`src/rtl/pool_cu.sv`:
```
// pool_cu: sequencer for a non-overlapping max-pool stage. It produces window read addresses, max-datapath strobes, pooled write addresses and start/end handshakes.
// Optional build macro POOL_CU_STALL_COUNT_EN adds the 16-bit stall_cycles output.
module pool_cu #(
  parameter int IFM_SIZE              = 28,
  parameter int IFM_DEPTH             = 6,
  parameter int POOL_SIZE             = 2,
  parameter int IFM_SIZE_NEXT         = IFM_SIZE / POOL_SIZE,
  parameter int ADDRESS_SIZE_IFM      = $clog2(IFM_SIZE * IFM_SIZE),
  parameter int ADDRESS_SIZE_NEXT_IFM = $clog2(IFM_SIZE_NEXT * IFM_SIZE_NEXT),
  parameter int SEL_WIDTH             = (IFM_DEPTH > 1) ? $clog2(IFM_DEPTH) : 1
) (
  input  logic                             clk,
  input  logic                             reset,
  input  logic                             start_from_previous,
  output logic                             end_to_previous,
  input  logic                             end_from_next,
  output logic                             start_to_next,
  output logic                             ifm_enable_read_current,
  output logic [ADDRESS_SIZE_IFM-1:0]      ifm_address_read_current,
  output logic [SEL_WIDTH-1:0]             ifm_sel_current,
  output logic                             pool_enable,
  output logic                             pool_first,
  output logic                             ifm_enable_write_next,
  output logic [ADDRESS_SIZE_NEXT_IFM-1:0] ifm_address_write_next,
  output logic [SEL_WIDTH-1:0]             ifm_sel_next
`ifdef POOL_CU_STALL_COUNT_EN
  ,
  output logic [15:0]                      stall_cycles
`endif
);
  localparam int PW = (POOL_SIZE > 1) ? $clog2(POOL_SIZE) : 1;
  localparam int WW = (IFM_SIZE_NEXT > 1) ? $clog2(IFM_SIZE_NEXT) : 1;
  localparam logic [PW-1:0]        P_LAST = PW'(POOL_SIZE - 1);
  localparam logic [WW-1:0]        W_LAST = WW'(IFM_SIZE_NEXT - 1);
  localparam logic [SEL_WIDTH-1:0] D_LAST = SEL_WIDTH'(IFM_DEPTH - 1);

  typedef enum logic [1:0] {IDLE, READ, FLUSH, DONE} state_t;

  state_t               state_q, state_d;
  logic                 pending_q, pending_d;
  logic                 out_free_q, out_free_d;
  logic                 flush_q, flush_d;
  logic [PW-1:0]        dc_q, dc_d, dr_q, dr_d;
  logic [WW-1:0]        wc_q, wc_d, wr_q, wr_d;
  logic [SEL_WIDTH-1:0] depth_q, depth_d;
  logic                 go_read;
  logic                 reading, win_first, win_last;

  // Handshake: start_from_previous is a one-cycle pulse latched into pending_q;
  // start_to_next is a one-cycle pulse raised only in DONE while end_from_next is high.
  always_comb begin
    state_d       = state_q;
    pending_d     = pending_q | start_from_previous;
    out_free_d    = out_free_q;
    flush_d       = 1'b0;
    dc_d          = dc_q;
    dr_d          = dr_q;
    wc_d          = wc_q;
    wr_d          = wr_q;
    depth_d       = depth_q;
    go_read       = 1'b0;
    start_to_next = 1'b0;
    case (state_q)
      IDLE: begin
        if (pending_q && out_free_q) begin
          state_d    = READ;
          go_read    = 1'b1;
          pending_d  = start_from_previous;
          out_free_d = 1'b0;
        end
      end
      READ: begin
        dc_d = dc_q + PW'(1);
        if (dc_q == P_LAST) begin
          dc_d = '0;
          dr_d = dr_q + PW'(1);
          if (dr_q == P_LAST) begin
            dr_d = '0;
            wc_d = wc_q + WW'(1);
            if (wc_q == W_LAST) begin
              wc_d = '0;
              wr_d = wr_q + WW'(1);
              if (wr_q == W_LAST) begin
                wr_d    = '0;
                depth_d = depth_q + SEL_WIDTH'(1);
                if (depth_q == D_LAST) begin
                  depth_d = '0;
                  state_d = FLUSH;
                end
              end
            end
          end
        end
      end
      FLUSH: begin
        flush_d = 1'b1;
        if (flush_q) state_d = DONE;
      end
      DONE: begin
        if (end_from_next) begin
          start_to_next = 1'b1;
          out_free_d    = 1'b1;
          state_d       = IDLE;
        end
      end
      default: state_d = IDLE;
    endcase
  end

  assign reading   = (state_q == READ);
  assign win_first = reading && (dr_q == '0) && (dc_q == '0);
  assign win_last  = reading && (dr_q == P_LAST) && (dc_q == P_LAST);

  assign ifm_enable_read_current  = reading;
  assign ifm_sel_current          = depth_q;
  assign ifm_address_read_current = ADDRESS_SIZE_IFM'((int'(wr_q) * POOL_SIZE + int'(dr_q)) * IFM_SIZE
                                                      + int'(wc_q) * POOL_SIZE + int'(dc_q));

  // Write strobe is two stages behind the window's last read: one for memory latency, one for the max register.
  logic                             wl1_q;
  logic [ADDRESS_SIZE_NEXT_IFM-1:0] waddr1_q;
  logic [SEL_WIDTH-1:0]             wsel1_q;
  logic                             end_prev_q, pool_en_q, pool_first_q;
  logic                             wen_q;
  logic [ADDRESS_SIZE_NEXT_IFM-1:0] waddr_q;
  logic [SEL_WIDTH-1:0]             wsel_q;

  always_ff @(posedge clk or posedge reset) begin
    if (reset) begin
      state_q      <= IDLE;
      pending_q    <= 1'b0;
      out_free_q   <= 1'b1;
      flush_q      <= 1'b0;
      dc_q         <= '0;
      dr_q         <= '0;
      wc_q         <= '0;
      wr_q         <= '0;
      depth_q      <= '0;
      end_prev_q   <= 1'b0;
      pool_en_q    <= 1'b0;
      pool_first_q <= 1'b0;
      wl1_q        <= 1'b0;
      waddr1_q     <= '0;
      wsel1_q      <= '0;
      wen_q        <= 1'b0;
      waddr_q      <= '0;
      wsel_q       <= '0;
    end else begin
      state_q      <= state_d;
      pending_q    <= pending_d;
      out_free_q   <= out_free_d;
      flush_q      <= flush_d;
      dc_q         <= dc_d;
      dr_q         <= dr_d;
      wc_q         <= wc_d;
      wr_q         <= wr_d;
      depth_q      <= depth_d;
      end_prev_q   <= (state_d != READ);
      pool_en_q    <= reading;
      pool_first_q <= win_first;
      wl1_q        <= win_last;
      if (win_last) begin
        waddr1_q <= ADDRESS_SIZE_NEXT_IFM'(int'(wr_q) * IFM_SIZE_NEXT + int'(wc_q));
        wsel1_q  <= depth_q;
      end
      wen_q   <= wl1_q;
      waddr_q <= waddr1_q;
      wsel_q  <= wsel1_q;
    end
  end

  assign end_to_previous        = end_prev_q;
  assign pool_enable            = pool_en_q;
  assign pool_first             = pool_first_q;
  assign ifm_enable_write_next  = wen_q;
  assign ifm_address_write_next = waddr_q;
  assign ifm_sel_next           = wsel_q;

`ifdef POOL_CU_STALL_COUNT_EN
  logic [15:0] stall_q, stall_d;

  always_comb begin
    stall_d = stall_q;
    if (go_read) begin
      stall_d = '0;
    end else if (((state_q == DONE) && !end_from_next) ||
                 ((state_q == IDLE) && pending_q && !out_free_q)) begin
      if (stall_q != 16'hFFFF) stall_d = stall_q + 16'd1;
    end
  end

  always_ff @(posedge clk or posedge reset) begin
    if (reset) stall_q <= '0;
    else       stall_q <= stall_d;
  end

  assign stall_cycles = stall_q;
`endif
endmodule

```
`config.mk`:
```
export PLATFORM = sky130hd
export DESIGN_NAME = pool_cu
export DESIGN_NICKNAME = d
export VERILOG_FILES = /design/src/rtl/pool_cu.sv
export SDC_FILE = /design/constraint.sdc
export NUM_CORES = 1
export LEC_CHECK = 0
export BUFFER_PORTS_ARGS = -buffer_cell sky130_fd_sc_hd__buf_2
export CORE_ASPECT_RATIO = 1.1
export CORE_MARGIN = 2
export CORE_UTILIZATION = 61
export DETAILED_ROUTE_END_ITERATION = 6
export PLACE_DENSITY_LB_ADDON = 0.25
export SYNTH_ARGS = -nofsm -noshare
export SYNTH_HDL_FRONTEND = slang
export SYNTH_SLANG_ARGS = --single-unit
export TNS_END_PERCENT = 30
```
`constraint.sdc`:
```
create_clock -name clk -period 6.6 [get_ports clk]
set_input_delay 1.32 -clock clk [delete_from_list [all_inputs] [get_ports clk]]
set_output_delay 1.32 -clock clk [all_outputs]
set_load 0.05 [all_outputs]
```
==> metrics.txt <==
# TYPE chip_impl_metric gauge
chip_impl_metric{name="tightest_slew",unit="ns"} 0.532
chip_impl_info{name="synth_top_flop_cell",value="sky130_fd_sc_hd__dfrtp_1"} 1
chip_impl_metric{name="die_area",unit="sq um"} 4410
chip_impl_metric{name="cp_max_fo",unit=""} 7
chip_impl_metric{name="port_buffers",unit=""} 33
chip_impl_metric{name="required",unit="ns"} 5.28
chip_impl_metric{name="minimum_setup_slack_after_placement",unit="ns"} 2.53
chip_impl_metric{name="sequential_cell_area_fraction_in_the_yosys_report",unit=""} 0.475
chip_impl_metric{name="power_density",unit="nW/um^2"} 170
chip_impl_metric{name="cts_resized",unit=""} 0
chip_impl_info{name="worstReg2RegEnd",value="waddr1_q[7]$_DFFE_PP0P_"} 1
chip_impl_metric{name="cts.sink_count",unit=""} 45
chip_impl_metric{name="timing.setup.tns",unit="ns"} 0
chip_impl_metric{name="drt_pass1_iterations",unit=""} 4
chip_impl_metric{name="gp_congestion",unit=""} 0.798
chip_impl_info{name="synthDominantAreaCellType",value="sky130_fd_sc_hd__dfrtp_1"} 1
chip_impl_metric{name="max_stage_delay",unit="ns"} 0.57
chip_impl_metric{name="max_freq",unit="MHz"} 229
chip_impl_metric{name="start_util",unit=""} 0.645
chip_impl_metric{name="max_cap_violations",unit=""} 0
chip_impl_metric{name="globalRouteTotalUtil",unit=""} 0.191
chip_impl_metric{name="setup_viol",unit=""} 0
chip_impl_metric{name="first_global_vias",unit=""} 1480
chip_impl_info{name="end_kind",value="output port"} 1
chip_impl_metric{name="fillCellCount",unit=""} 279
chip_impl_metric{name="netSwitchingPower",unit="uW"} 103
chip_impl_info{name="cts_root_buf",value="sky130_fd_sc_hd__clkbuf_8"} 1
chip_impl_metric{name="cts.repair_timing.setup_buffer_count",unit=""} 0
chip_impl_info{name="rsz0062_at_grt",value="false"} 1
chip_impl_metric{name="routedWlPerCell",unit="microns"} 12.5
chip_impl_info{name="worst_path_most_repeated_cell",value="sky130_fd_sc_hd__fa_1"} 1
chip_impl_metric{name="core_region_area",unit="sq um"} 3680
chip_impl_metric{name="routed-via-count",unit=""} 1569
chip_impl_metric{name="ys_warn_count",unit=""} 0
chip_impl_metric{name="die_x",unit="microns"} 63.5
chip_impl_metric{name="floorplan.rows",unit=""} 23
chip_impl_metric{name="slew-limit-headroom",unit=""} 0.645
chip_impl_metric{name="fin_ws",unit="ns"} 2.23
chip_impl_metric{name="ios",unit=""} 34
chip_impl_info{name="synth_commonest_cells",value="44 x sky130_fd_sc_hd__dfrtp_1, 33 x sky130_fd_sc_hd__nand2_1, 18 x sky130_fd_sc_hd__ha_1"} 1
chip_impl_metric{name="internal_power",unit="uW"} 353
chip_impl_metric{name="whs",unit="ns"} 0.353
chip_impl_info{name="run_status",value="finished, final reports clean"} 1
chip_impl_metric{name="fp.dieH",unit="microns"} 69.4
chip_impl_info{name="synthMostInstantiatedCell",value="sky130_fd_sc_hd__dfrtp_1"} 1
chip_impl_metric{name="cts_htree_levels",unit=""} 2
chip_impl_metric{name="drt_drc_violations_left",unit=""} 0
chip_impl_info{name="timing.setup.critical_path_class",value="reg2out"} 1
chip_impl_metric{name="postSynthAreaPerCell",unit="sq um"} 11.3
chip_impl_metric{name="share_clk_of_total_power",unit=""} 0.382
chip_impl_metric{name="number_of_drc_markers_in_iteration_0",unit=""} 82
chip_impl_metric{name="maximum_number_of_pins_on_one_net_before_global_route_repair",unit=""} 46
chip_impl_metric{name="postCtsHoldBufs",unit=""} 0
chip_impl_metric{name="wire_length_of_the_first_global_routing_pass",unit="mm"} 6.55
chip_impl_metric{name="clk_transition_reported_paths",unit="ns"} 0.08
chip_impl_metric{name="avgViaCountPerCell",unit=""} 5.25
chip_impl_metric{name="asyncSetResetFlopFracSynth",unit=""} 1.00
chip_impl_metric{name="nNetsFinal",unit=""} 278
chip_impl_metric{name="netlist_instances",unit=""} 211
chip_impl_info{name="reg2reg_from",value="wr_q[0]$_DFFE_PP0P_"} 1
chip_impl_metric{name="grt_antenna_before_repair",unit=""} 0
chip_impl_metric{name="r2r_setup_slack",unit="ns"} 3.97
chip_impl_info{name="kind_of_cell_adding_the_most_delay_to_the_critical_path",value="adder cells"} 1
chip_impl_info{name="cts_tree",value="yes"} 1
chip_impl_info{name="crit_path_end",value="ifm_address_read_current[9]"} 1
chip_impl_metric{name="maxSlewViolCount",unit=""} 0
chip_impl_metric{name="post_dp_hpwl",unit="mm"} 2.83
chip_impl_info{name="critical_path_cell_sequence",value="fa_1, ha_1, inv_1, fa_1, nand2b_1, a21oi_1, xor2_1, a41oi_1, nand2_1, buf_2"} 1
chip_impl_info{name="start_kind",value="register"} 1
chip_impl_metric{name="postSynthRegisterBits",unit=""} 45
chip_impl_metric{name="clk-insertion-delay-late",unit="ns"} 0.30
chip_impl_info{name="crit_path_top_delay_cell",value="sky130_fd_sc_hd__fa_1"} 1
chip_impl_metric{name="synthDistinctLibCells",unit=""} 41
chip_impl_metric{name="synth.net_count",unit=""} 241
chip_impl_metric{name="clock_path_buffers",unit=""} 2
chip_impl_metric{name="power.sequential.fraction",unit=""} 0.604
chip_impl_metric{name="timing.final.hold_violations",unit=""} 0
chip_impl_metric{name="cellLeakagePower",unit="nW"} 1.57
chip_impl_metric{name="detail_route.wirelength",unit="mm"} 3.72
chip_impl_metric{name="area_delta_synth_final",unit="%"} 12.9
chip_impl_metric{name="synthDominantCellAreaShare",unit=""} 0.464
chip_impl_info{name="synth_top_cells_by_area",value="sky130_fd_sc_hd__dfrtp_1 46%, sky130_fd_sc_hd__ha_1 9.5%, sky130_fd_sc_hd__fa_1 6.7%"} 1
chip_impl_metric{name="drtAntennaViolNets",unit=""} 0
chip_impl_metric{name="synth_area",unit="sq um"} 2370
chip_impl_metric{name="comb_power_share",unit=""} 0.014
chip_impl_metric{name="data_arrival_time_at_the_worst_slack_endpoint",unit="ns"} 3.05
chip_impl_metric{name="count_of_flip_flops_with_a_built_in_enable_after_synthesis",unit=""} 0
chip_impl_metric{name="antenna_cells_inserted",unit=""} 0
chip_impl_metric{name="ir_drop",unit="mV"} 0.141
chip_impl_info{name="critical_path.startpoint",value="dr_q$_DFFE_PP0P_"} 1
chip_impl_info{name="tightest_hold_check_type",value="reg2reg"} 1
chip_impl_metric{name="fin_crit_sh",unit=""} 0.661
chip_impl_metric{name="cp.depth",unit=""} 10
chip_impl_metric{name="final.setup_skew",unit="ns"} 0.0119
chip_impl_metric{name="final.min_clock_period",unit="ns"} 4.37
chip_impl_metric{name="finish.cell_count_without_fillers",unit=""} 299
chip_impl_metric{name="globalRoute.totalOverflow",unit=""} 0
chip_impl_metric{name="cp.buffers_inverters",unit=""} 2
chip_impl_metric{name="post_route_cells_drive_above_1_share",unit=""} 0.213
chip_impl_metric{name="worst-r2r-cell-count",unit=""} 6
chip_impl_metric{name="post-place-cells",unit=""} 291
chip_impl_metric{name="cts_made_buffers",unit=""} 5
chip_impl_metric{name="switching_share",unit=""} 0.226
## sequential cells by signal, summed over array words and instances, names as in the netlist
name,flops
pool_first,1
dr_q,1
ifm_sel_current,3
wr_q,4
dc_q,1
waddr1_q,8
pending_q,1
ifm_enable_write_next,1
ifm_sel_next,3
state_q,2
out_free_q,1
wsel1_q,3
pool_enable,1
end_to_previous,1
flush_q,1
wc_q,4
ifm_address_write_next,8
wl1_q,1
## power groups by stage
stage / clock network, mW / registers, mW / logic [mW]
2_1_floorplan: 0 / 0.281 / 0.00406
3_3_place_gp: 0 / 0.281 / 0.00665
3_5_place_dp: 0 / 0.281 / 0.00676
4_1_cts: 0.177 / 0.275 / 0.00675
5_1_grt: 0.192 / 0.276 / 0.00790
6_report: 0.174 / 0.275 / 0.00636
## placed cells by master (no fill, tap or decap), drive strengths merged, types with 5 or more instances in the layout
master / Yosys / final
buf: 3 / 34
clkbuf: 1 / 5
xor2: 10 / 10
fa: 8 / 8
nor2: 10 / 10
ha: 18 / 18
a21oi: 9 / 9
nand2: 34 / 34
xnor2: 10 / 10
o21ai: 8 / 8
dfrtp: 44 / 44
inv: 11 / 12
a21o: 6 / 6
## worst register-to-register path: stages, from the launching register on
cell,delay [ns]
sky130_fd_sc_hd__dfrtp_1,0.52
sky130_fd_sc_hd__fa_1,0.57
sky130_fd_sc_hd__ha_1,0.24
sky130_fd_sc_hd__fa_1,0.41
sky130_fd_sc_hd__xor2_1,0.36
sky130_fd_sc_hd__nor4bb_1,0.10
sky130_fd_sc_hd__o32a_1,0.33
## cell type report
| cell class | count | area, sq um | area share |
|---|---|---|---|
| Sequential cell | 45 | 1130 | 0.421 |
| Clock buffer | 5 | 68.8 | 0.0257 |
| Clock inverter | 3 | 25.0 | 0.00934 |
| Timing Repair Buffer | 34 | 173 | 0.0644 |
| Tap cell | 50 | 62.6 | 0.0233 |
| Inverter | 11 | 41.3 | 0.0154 |
| Multi-Input combinational cell | 151 | 1180 | 0.441 |
## metal layers
metal / global-route usage / routed length (microns)
met4: 0.0652 / 50
met2: 0.320 / 1850
met5: 0 / 0
met3: 0.0390 / 134
met1: 0.246 / 1690
## how the worst min path moves through the flow
stage | startpoint | slack [ns] | depth (start not counted) | endpoint
after floorplan | wl1_q$_DFF_PP0_ | 0.33 | 0 | ifm_enable_write_next$_DFF_PP0_
after global placement | wl1_q$_DFF_PP0_ | 0.33 | 0 | ifm_enable_write_next$_DFF_PP0_
after detailed placement | wl1_q$_DFF_PP0_ | 0.34 | 0 | ifm_enable_write_next$_DFF_PP0_
after CTS | wl1_q$_DFF_PP0_ | 0.35 | 0 | ifm_enable_write_next$_DFF_PP0_
after global routing | wl1_q$_DFF_PP0_ | 0.36 | 0 | ifm_enable_write_next$_DFF_PP0_
final | wl1_q$_DFF_PP0_ | 0.35 | 0 | ifm_enable_write_next$_DFF_PP0_
## per-stage QoR
step / power (mW) / util / area [sq um]
CTS: 0.459 / 0.728 / 2680
finish: 0.456 / 0.728 / 2680
floorplan: 0.285 / - / 2370
global placement: 0.288 / 0.702 / 2590
global route: 0.475 / 0.728 / 2680
detailed placement: 0.288 / 0.702 / 2590
## kinds of logic (layout without fill, tap and decap cells)
family,Yosys count,after routing,synth area share
XOR/XNOR,20,20,0.0738
multiplexers,5,5,0.0263
AND/OR/NAND/NOR,66,66,0.144
AO/OA/AOI/OAI,34,34,0.0911
buffers and inverters,15,53,0.0274
flip-flops,45,45,0.475
adder cells (fa/ha/maj),26,26,0.162
No activity file was read; power rests on OpenSTA's default activity.
